`src/rtl/adder_acc.sv`:
```
// Collects a counted run of upstream adder results into a running total
// and overflow count, then holds the result until the consumer acknowledges.
module adder_acc (
  input  logic       Clk,
  input  logic       Reset_n,
  input  logic       Clear,
  input  logic       Start,
  input  logic [3:0] Count,
  input  logic       In_valid,
  input  logic [3:0] Sum,
  input  logic       Overflow,
  input  logic       Ack,
  output logic [8:0] Total,
  output logic [4:0] Ovf_cnt,
  output logic       Busy,
  output logic       Done
);

  typedef enum logic [1:0] {
    IDLE  = 2'd0,
    ACCUM = 2'd1,
    DONE  = 2'd2
  } state_t;

  state_t     state;
  state_t     state_nx;
  logic [8:0] total_q;
  logic [4:0] ovf_q;
  logic [4:0] remaining;
  logic       load;
  logic       take;
  logic [4:0] run_len;
  logic [8:0] sample;

  // Count of zero encodes a full run of sixteen samples.
  always_comb begin
    load    = (state == IDLE) && Start;
    take    = (state == ACCUM) && In_valid;
    run_len = (Count == 4'd0) ? 5'd16 : {1'b0, Count};
    sample  = {4'b0000, Overflow, Sum};
  end

  always_ff @(posedge Clk or negedge Reset_n) begin
    if (!Reset_n) begin
      state <= IDLE;
    end else begin
      state <= state_nx;
    end
  end

  always_comb begin
    state_nx = state;
    unique case (state)
      IDLE: begin
        if (Start) state_nx = ACCUM;
      end
      ACCUM: begin
        if (In_valid && remaining == 5'd1)
          state_nx = DONE;
      end
      DONE: begin
        if (Ack) state_nx = IDLE;
      end
      default: state_nx = IDLE;
    endcase
    if (Clear) state_nx = IDLE;
  end

  always_ff @(posedge Clk or negedge Reset_n) begin
    if (!Reset_n) begin
      total_q   <= '0;
      ovf_q     <= '0;
      remaining <= '0;
    end else if (Clear) begin
      total_q   <= '0;
      ovf_q     <= '0;
      remaining <= '0;
    end else if (load) begin
      total_q   <= '0;
      ovf_q     <= '0;
      remaining <= run_len;
    end else if (take) begin
      total_q   <= total_q + sample;
      ovf_q     <= ovf_q + {4'b0000, Overflow};
      remaining <= remaining - 5'd1;
    end
  end

  // Status flags come straight from the state register.
  always_comb begin
    Busy = (state == ACCUM);
    Done = (state == DONE);
  end

  assign Total   = total_q;
  assign Ovf_cnt = ovf_q;

endmodule

```
`config.mk`:
```
export PLATFORM = sky130hd
export DESIGN_NAME = adder_acc
export DESIGN_NICKNAME = d
export VERILOG_FILES = /design/src/rtl/adder_acc.sv
export SDC_FILE = /design/constraint.sdc
export NUM_CORES = 1
export LEC_CHECK = 0
export ABC_CLOCK_PERIOD_IN_PS = 5400
export CAP_MARGIN = 20
export CORE_AREA = 8 8 62 64
export CTS_CLUSTER_DIAMETER = 150
export CTS_CLUSTER_SIZE = 10
export DETAILED_ROUTE_END_ITERATION = 10
export DIE_AREA = 0 0 70 72
export MAX_ROUTING_LAYER = met4
export PLACE_DENSITY = 0.73
export SLEW_MARGIN = 15
export SYNTH_ARGS = -nofsm -noshare
export SYNTH_HDL_FRONTEND = slang
export SYNTH_SLANG_ARGS = --single-unit
```
`constraint.sdc`:
```
create_clock -name Clk -period 5.4 [get_ports Clk]
set_input_delay 0.81 -clock Clk [delete_from_list [all_inputs] [get_ports Clk]]
set_output_delay 0.81 -clock Clk [all_outputs]
set_load 0.005 [all_outputs]
```
==> results.md, run 1 <==
* Status: finished, final reports clean
* Final period util at 0.453
* Largest net degree at the start of global routing at 22
* Placeable Area at slightly below 3000 um^2
* Postcts setup bufs at 0
* Mapped Area at 1260 um^2
* Worst EP arrival at 2.68 ns
* Register area share after synthesis at 0.417
* Power per cell area at 191 nW/um^2
* LEAKAGE at 0.666 nW
* DRC errors left at 0
* Die ar. at 5040 um^2
* Starting density of the core at 0.434
* Pre-Repair DR Iteration Count at 4
* Mux cell area share after synthesis at 0
* Final Util at 0.554
* Avg Cell Area, Syn at 9.32 um^2
* Via-per-instance ratio at roughly 5.7
* Worst-path fanout max at 4
* CTS sink cnt at 21
* Final ANT Viol Nets at 0
* Asr flop ratio synth at 1.00
* Root buf cell: clkbuf_4
* CTS tree: done
* Die Ht at 72 um
* Htree depth at 1
* Final Max Slew Viols at 0
* Ant diodes at 0
* Initial antenna violation count at 0
* CTS buffer count at 3
* Critical path class: in -> reg
* Syn_nets at 160
* CP Capture Type: register
* Relative slew slack at 0.534
* Detailed-route wire length at 2.89 mm
* Routability cong. at about 0.83
* DP Wirelength at 2.18 mm
* Total number of vias at roughly 1.1k
* Skew-Pair Late Insertion Delay at 0.30 ns
* Hold Crit Class: reg -> reg
* Synth Area in Compound Gates at 0.179
* F_max at 0.409 GHz
* Width of the die at 70 um
* Wire per inst at 14.7 um
* Adder-Cell Fraction of Synth Area at 0.105
* PortBufs at 30
* Vias in the first global route at 1119
* Post-synth top flop: dfrtp_1
* Nets@finish at 190
* Mapped Cells at 135
* Number of enable flip-flop cells after synthesis at 0
* RSZ-0062 raised after global routing: no
* Initial DRC count at 61
* Share of cells above drive strength 1 at 0.0427
* GR Overflow Total at 0
* Clock buffer depth at 2
* Cell variety after synth at 37
* Xor and xnor area share after synthesis at 0.0557
* Final hold violation count at 0
* Largest cells by area after synthesis: dfrtp_1 42%, ha_1 8.9%, nand2_1 5.7%
* Post-synth top area share at 0.417
* Largest family of logic cells by synthesized area: simple AND/OR/NAND/NOR gates
* Max Cap Viol at 0
* Worst IR Drop VDD at approximately 130 uV
* Clock Pin Slew Worst Setup and Hold Paths at 0.12 ns
* Startpoint Class: input port
* Clock skew at 0.00993 ns
* Cell row count at 20
* Ports at 31
* Crit path cell chain: clkdlybuf4s50_1 > ha_1 > fa_1 > a211o_1 > a21oi_1 > o21ai_0 > a21oi_2
* Total Routing Usage GR at 0.120
* PostCTS Resize Cnt at 0
* Synth Warn # at 0
* Yosys reg bits at 21
* First-pass GRT wire length at 5.02 mm
* # setup viols final at 0
* Simple-gate share of the synthesized area at 0.207
* Critical path's slowest cell: clkdlybuf4s50_1
* Hold-fix buffers at CTS at 0
* CP required at 5.63 ns
* Final min period at 2.44 ns
* Tightest Pin Transition at 0.699 ns
* Largest area contributor in the synthesized netlist: dfrtp_1
* Area grow syn2layout at 27.7%
* Setup TNS at 0 ns
* Max incr delay on CP at around 0.41 ns
## final cells by class
type	instances	area, um^2
Multi-Input combinational cell	105	688
Timing Repair Buffer	31	315
Fill cell	295	1290
Clock buffer	4	26.3
Inverter	3	11.3
Sequential cell	21	526
Tap cell	33	41.3
## through the flow
step / hold slack, ns / std cells / power [W] / instance area, um^2 / setup slack [ns]
floorplan: 0.514 / 135 / 0.000207 / 1260 / 3.19
global placement: 0.521 / 192 / 0.000231 / 1570 / 2.68
detailed placement: 0.535 / 192 / 0.000232 / 1570 / 2.62
CTS: 0.557 / 196 / 0.000309 / 1590 / 2.95
global route: 0.566 / 197 / 0.000325 / 1610 / 2.82
finish: 0.550 / 197 / 0.000307 / 1610 / 2.96
## report_power, final
part / total, W / internal, W / leakage [nW] / switching (W)
clock network: 0.0000756 / 0.0000287 / 0.0150 / 0.0000469
registers: 0.000169 / 0.000163 / 0.287 / 0.00000607
logic: 0.0000618 / 0.0000299 / 0.364 / 0.0000320
## critical path, delay by kind of cell
| kind | cells | cell delay, ns |
|---|---|---|
| buf+inv | 1 | 0.41 |
| compound gates | 4 | 0.81 |
| fa+ha+maj | 2 | 0.65 |
## kinds of logic (layout without fill, tap and decap cells)
kind of cell / count (synthesis) / after routing
fa+ha+maj: 10 / 10
flops: 21 / 21
xor+xnor: 8 / 8
simple gates: 52 / 52
buf+inv: 9 / 38
compound gates: 35 / 35
## per-layer routing
metal	wire [um]	up-vias	track usage
met4	10	0	0.0379
met3	141	2	0.0300
li1	-	543	-
met1	1380	537	0.144
met2	1360	33	0.193
met5	0	-	-
## layout by cell type (no fill, tap or decap)
cell type,synthesis,layout
nor4_1,2,2
xor2_1,5,5
a31oi_1,1,1
clkbuf_4,0,3
o21a_1,1,1
a22oi_1,1,1
buf_8,0,1
nand2_1,19,19
nand4_1,4,4
nand3_1,3,3
ha_1,9,9
and2_1,1,1
nand2b_1,1,1
and3b_1,1,1
o211ai_1,1,1
inv_1,3,3
o21ai_0,5,5
nor3b_1,1,1
a21oi_2,1,1
clkbuf_1,2,1
and2b_1,1,1
or2_2,1,1
a21oi_1,14,14
dfrtp_1,21,21
a211o_1,2,2
xnor2_1,3,3
nor2_1,11,11
a211oi_1,5,5
or3_1,2,2
a2111o_1,2,2
fa_1,1,1
nand4b_1,1,1
or3b_2,1,1
nor4b_1,1,1
clkdlybuf4s50_1,0,30
nor2b_1,1,1
nand3b_1,1,1
a21o_1,2,2
## path summary, 6_finish.rpt
kind                       slack (ns)      from  depth (start not counted)          to
min in group asynchronous        0.84   Reset_n                          1    Total[0]
max in group asynchronous        4.10   Reset_n                          2  Ovf_cnt[0]
setup reg to reg                 3.49  Total[0]                          6    Total[8]
hold / removal                   0.55  Total[0]                          2    Total[0]
setup / recovery                 2.96    Sum[0]                          7    Total[8]
hold reg to reg                  0.55  Total[0]                          2    Total[0]
## registers in the layout (all words and copies together) (netlist names)
register	flops
Total	9
remaining	5
state	2
Ovf_cnt	5
## Yosys cell counts, types with 2 or more instances
| cell | number |
|---|---|
| a2111o_1 | 2 |
| clkbuf_1 | 2 |
| nor2_1 | 11 |
| o21ai_0 | 5 |
| a21o_1 | 2 |
| a211oi_1 | 5 |
| buf_2 | 3 |
| nand4_1 | 4 |
| or3_1 | 2 |
| a21oi_1 | 14 |
| xor2_1 | 5 |
| inv_1 | 3 |
| nor4_1 | 2 |
| a211o_1 | 2 |
| nand2_1 | 19 |
| dfrtp_1 | 21 |
| nand3_1 | 3 |
| ha_1 | 9 |
| xnor2_1 | 3 |
Power figures use the tool's default switching activity.
==> run 2, diff against run 1 <==
==> config.mk (replaced) <==
export PLATFORM = sky130hd
export DESIGN_NAME = adder_acc
export DESIGN_NICKNAME = d
export VERILOG_FILES = /design/src/rtl/adder_acc.sv
export SDC_FILE = /design/constraint.sdc
export NUM_CORES = 1
export LEC_CHECK = 0
export ABC_CLOCK_PERIOD_IN_PS = 2200
export CAP_MARGIN = 20
export CORE_AREA = 8 8 63 65
export CTS_CLUSTER_DIAMETER = 150
export CTS_CLUSTER_SIZE = 10
export DETAILED_ROUTE_END_ITERATION = 10
export DIE_AREA = 0 0 71 73
export MAX_ROUTING_LAYER = met4
export PLACE_DENSITY = 0.74
export SLEW_MARGIN = 15
export SYNTH_ARGS = -nofsm -noshare
export SYNTH_HDL_FRONTEND = slang
export SYNTH_SLANG_ARGS = --single-unit
==> constraint.sdc (replaced) <==
create_clock -name Clk -period 2.2 [get_ports Clk]
set_input_delay 0.33 -clock Clk [delete_from_list [all_inputs] [get_ports Clk]]
set_output_delay 0.33 -clock Clk [all_outputs]
set_load 0.005 [all_outputs]
==> run 2 against run 1 <==
Compared with the run above: first-iteration DRC count down 3.3%; setup slack worse by 2.7 ns; routed wire length rose by 3.4%; worst hold slack got worse by 0.19 ns; highest routed layer unchanged; via count shrank 0.99%; sequential share of layout area is 0.75 points lower; global-route usage rose by 0.51 points.
==> results.md, run 2 (synthesized netlist as in run 1, its figures left out) <==
* Initial antenna violation count at 0
* Startpoint Class: input port
* Relative slew slack at 0.661
* Die ar. at 5180 um^2
* Max incr delay on CP at 0.41 ns
* Area grow syn2layout at 30.7%
* Setup TNS at 0 ns
* Placeable Area at 2950 um^2
* Starting density of the core at 0.426
* Total number of vias at between 1k and 1.5k
* Routability cong. at 0.813
* CP required at 2.44 ns
* Clock Pin Slew Worst Setup and Hold Paths at 0.12 ns
* CP Capture Type: register
* Cell row count at 20
* Max Cap Viol at 0
* PortBufs at 30
* Sw frac at 0.276
* Reg power frac at 0.546
* Share of cells above drive strength 1 at 0.0765
* Worst IR Drop VDD at 304 uV
* DP Cell Count at 199
* Reg2Reg Setup Slack at 0.28 ns
* Top delay family on crit path: compound AO/OA/AOI/OAI gates
* Clock power share at 0.243
* Final Max Slew Viols at 0
* DRC errors left at 0
* RSZ-0062 raised after global routing: no
* Width of the die at 71 um
* Commonest non-fill, non-tap cells in the layout: 30 x clkdlybuf4s50_1, 21 x dfrtp_1, 19 x nand2_1, 14 x a21oi_1, 11 x nor2_1
* Die Ht at 73 um
* Design area at around 1600 um^2
* Final min period at 1.97 ns
* CTS buffer count at 3
* Final hold violation count at 0
* Status: finished, final reports clean
* First-pass GRT wire length at 5.31 mm
* Initial DRC count at a little under 60
* Commonest non-fill, non-tap cell in the layout: clkdlybuf4s50_1
* CP Buf/Inv Count at 1
* Internal power at 0.000551 W
* DP Wirelength at roughly 2.3 mm
* Ant diodes at 0
* PostCTS Resize Cnt at 0
* Detailed-route wire length at 2.99 mm
* Clock skew at 0.00865 ns
* Worst-path fanout max at 4
* Tot Pwr at 0.000760 W
* Combinational share of power at 0.211
* Nets@finish at slightly below 200
* LEAKAGE at between 0.6 and 0.7 nW
* Htree depth at 1
* Wire per inst at 14.7 um
* Crit path cell chain: clkdlybuf4s50_1 > ha_1 > fa_1 > a211o_1 > a21oi_1 > o21ai_0 > a21oi_2
* Ports at 31
* Placement Cell Area at 1620 um^2
* Psw at 0.000210 W
* Power per cell area at 462 nW/um^2
* Clock buffer depth at 2
* Final period util at 0.895
* Critical path's slowest cell: clkdlybuf4s50_1
* Via-per-instance ratio at 5.44
* # setup viols final at 0
* Final ANT Viol Nets at 0
* Total Routing Usage GR at 0.125
* Non-Filler Instances at 203
* Final Util at 0.557
* Critical path class: in -> reg
* Root buf cell: clkbuf_4
* Tightest Pin Transition at 0.501 ns
* F_max at 0.508 GHz
* Largest net degree at the start of global routing at 22
* Postcts setup bufs at 0
* Vias in the first global route at 1188
* CTS tree: done
* GR Overflow Total at 0
* Max FFs per register at 9
* Hold-fix buffers at CTS at 0
* Hold Crit Class: in -> async
* Worst EP arrival at 2.21 ns
* Pre-Repair DR Iteration Count at 4
* Skew-Pair Late Insertion Delay at 0.30 ns
* CTS sink cnt at 21
-- run 2: cell types whose count changed in the layout (fill, tap and decap cells not counted), sizes merged --
| cell | change |
|---|---|
| buf | +6 |
-- run 2: worst paths after layout --
path	to	startpoint	cells past startpoint
max	Total[8]	Sum[0]	7
min	Total[3]	Reset_n	2
max reg2reg	Total[8]	Total[0]	6
min reg2reg	Total[0]	Total[0]	2
max in group asynchronous	remaining[2]	Reset_n	2
min in group Clk	Total[0]	Total[0]	2
-- run 2: area by class of cell --
class                           count  area [um^2]
Timing Repair Buffer               37          353
Clock buffer                        4         26.3
Tap cell                           33         41.3
Sequential cell                    21          526
Inverter                            3         11.3
Fill cell                         283         1310
Multi-Input combinational cell    105          688
-- run 2: power by group through the flow --
stage	logic (W)	clock network, W	registers (W)
after floorplan	0.0000887	0	0.000420
after global placement	0.000155	0	0.000421
after detailed placement	0.000160	0	0.000422
after CTS	0.000162	0.000193	0.000415
after global routing	0.000180	0.000208	0.000417
final	0.000160	0.000185	0.000415
-- run 2: through the flow --
step	setup WS (ns)	hold WS, ns
after floorplan	0.407	0.0344
after global placement	-0.0163	0.522
after detailed placement	-0.102	0.541
after CTS	0.230	0.363
after global routing	0.0917	0.383
final	0.232	0.361
-- run 2: metal layers --
| layer | vias to the layer above | global-route usage | part of all wire |
|---|---|---|---|
| met1 | 520 | 0.148 | 0.46 |
| met2 | 28 | 0.203 | 0.46 |
| met4 | 0 | 0.0346 | 0.012 |
| met5 | - | - | 0 |
| met3 | 6 | 0.0357 | 0.065 |
| li1 | 550 | - | - |
==> run 3, diff against run 2 <==
--- a/config.mk
+++ b/config.mk
@@ -7,13 +7,15 @@
 export LEC_CHECK = 0
 export ABC_CLOCK_PERIOD_IN_PS = 2200
 export CAP_MARGIN = 20
-export CORE_AREA = 8 8 63 65
+export CELL_PAD_IN_SITES_DETAIL_PLACEMENT = 1
+export CELL_PAD_IN_SITES_GLOBAL_PLACEMENT = 1
+export CORE_AREA = 2 2 65 67
 export CTS_CLUSTER_DIAMETER = 150
 export CTS_CLUSTER_SIZE = 10
 export DETAILED_ROUTE_END_ITERATION = 10
-export DIE_AREA = 0 0 71 73
+export DIE_AREA = 0 0 67 69
 export MAX_ROUTING_LAYER = met4
-export PLACE_DENSITY = 0.74
+export PLACE_DENSITY = 0.75
 export SLEW_MARGIN = 15
 export SYNTH_ARGS = -nofsm -noshare
 export SYNTH_HDL_FRONTEND = slang
==> run 3 against run 2 <==
Compared with the run above: first-iteration DRC count decreased by 53%; sequential cell count is the same; clock-buffer cell count down 1; clock power grew 40%; critical path type unchanged; largest power group unchanged.
==> results.md, run 3 (synthesized netlist as in run 1, its figures left out) <==
* Status: finished, final reports clean
* Via-per-instance ratio at 5.06
* Final min period at 1.99 ns
* Clock Pin Slew Worst Setup and Hold Paths at 0.08 ns
* PortBufs at 30
* Pre-Repair DR Iteration Count at 2
* Max FFs per register at 9
* Worst slack, placed at -0.0898 ns
* Width of the die at 67 um
* Largest net degree at the start of global routing at 22
* Share of cells above drive strength 1 at 0.0877
* Total Routing Usage GR at 0.146
* Clock buffer depth at 2
* Final WS setup at 0.210 ns
* Hold-fix buffers at CTS at 0
* Worst-path fanout max at 4
* Final hold violation count at 0
* Commonest non-fill, non-tap cells in the layout: 30 x clkdlybuf4s50_1, 21 x dfrtp_1, 19 x nand2_1, 14 x a21oi_1, 11 x nor2_1
* Tot Pwr at around 0.00084 W
* Die ar. at ~4600 um^2
* Clock power share at 0.309
* Commonest non-fill, non-tap cell in the layout: clkdlybuf4s50_1
* Ports at 31
* DP Wirelength at 2.47 mm
* First-pass GRT wire length at 5.18 mm
* Area grow syn2layout at 34.6%
* Psw at 0.000229 W
* Relative slew slack at 0.696
* Clock skew at around 0.0047 ns
* Cell row count at 23
* Hold Crit Class: in -> async
* GR Overflow Total at 0
* Power per cell area at roughly 490 nW/um^2
* Detailed-route wire length at 3.15 mm
* Startpoint Class: input port
* Worst IR Drop VDD at 256 uV
* Tightest Pin Transition at between 0.4 and 0.5 ns
* CTS tree: done
* Htree depth at 1
* Initial antenna violation count at 0
* Filler cells at between 400 and 500
* CP required at 2.39 ns
* Combinational share of power at 0.195
* RSZ-0062 raised after global routing: no
* Initial DRC count at 28
* Sw frac at 0.274
* Final Util at 0.433
* Die Ht at 69 um
* Final period util at 0.904
* Reg2Reg Setup Slack at 0.29 ns
* CTS sink cnt at 21
* CP Capture Type: register
* Worst EP arrival at 2.18 ns
* Max Cap Viol at 0
* Placeable Area at 3910 um^2
* FF/Latch Area at about 530 um^2
* Root buf cell: clkbuf_8
* Final ANT Viol Nets at 0
* Routability cong. at roughly 0.77
* Reg power frac at 0.496
* Final Max Slew Viols at 0
* Postcts setup bufs at 0
* Starting density of the core at 0.322
* F_max at just over 0.5 GHz
* Skew-Pair Late Insertion Delay at about 0.26 ns
* Internal power at slightly above 0.0006 W
* PostCTS Resize Cnt at 0
* Area of the multi-input gates at 688 um^2
* DRC errors left at 0
* Wire per inst at around 14 um
* # setup viols final at 0
* LEAKAGE at 0.708 nW
* CTS buffer count at 3
* Critical path class: in -> reg
* Vias in the first global route at 1156
* Ant diodes at 0
* Total number of vias at ~1.1k
* Nets@finish at just under 200
==> run 3: worst paths after layout <==
path | cells past startpoint | endpoint | startpoint
setup / recovery | 7 | Total[8] | Sum[0]
hold / removal | 2 | Total[1] | Reset_n
setup reg to reg | 6 | Total[8] | Total[0]
hold reg to reg | 2 | Ovf_cnt[4] | Ovf_cnt[4]
max in group asynchronous | 2 | state[0] | Reset_n
min in group Clk | 2 | Ovf_cnt[4] | Ovf_cnt[4]
==> run 3: power groups by stage <==
stage                     clock, W  sequential [W]  combinational (W)
after floorplan                  0        0.000420          0.0000887
after global placement           0        0.000422           0.000157
after detailed placement         0        0.000423           0.000164
after CTS                 0.000269        0.000415           0.000166
after global routing      0.000283        0.000418           0.000181
final                     0.000259        0.000415           0.000163
==> run 3: layer usage <==
| metal | global-route usage | up-vias | wire length, um |
|---|---|---|---|
| met5 | - | - | 0 |
| met4 | 0.0385 | 0 | 15 |
| met3 | 0.0212 | 2 | 132 |
| met2 | 0.250 | 24 | 1570 |
| met1 | 0.175 | 536 | 1430 |
| li1 | - | 556 | - |
==> run 3: critical path, stage by stage <==
cell,delay (ns)
clkdlybuf4s50_1,0.40
ha_1,0.23
fa_1,0.40
a211o_1,0.31
a21oi_1,0.24
o21ai_0,0.15
a21oi_2,0.12
==> run 3: layout make-up <==
class / count / area share
Clock inverter: 1 / 0.00295
Tap cell: 50 / 0.0369
Sequential cell: 21 / 0.310
Multi-Input combinational cell: 105 / 0.406
Inverter: 3 / 0.00665
Clock buffer: 3 / 0.0244
Timing Repair Buffer: 38 / 0.213
==> run 3: per-stage QoR <==
step | cell area [um^2] | cells | hold WS [ns] | TNS (ns)
5_1_grt | 1690 | 221 | 0.445 | 0
3_3_place_gp | 1650 | 217 | 0.522 | -0.00960
6_report | 1690 | 221 | 0.422 | 0
3_5_place_dp | 1650 | 217 | 0.536 | -0.163
4_1_cts | 1690 | 221 | 0.430 | 0
2_1_floorplan | 1260 | 135 | 0.0344 | 0
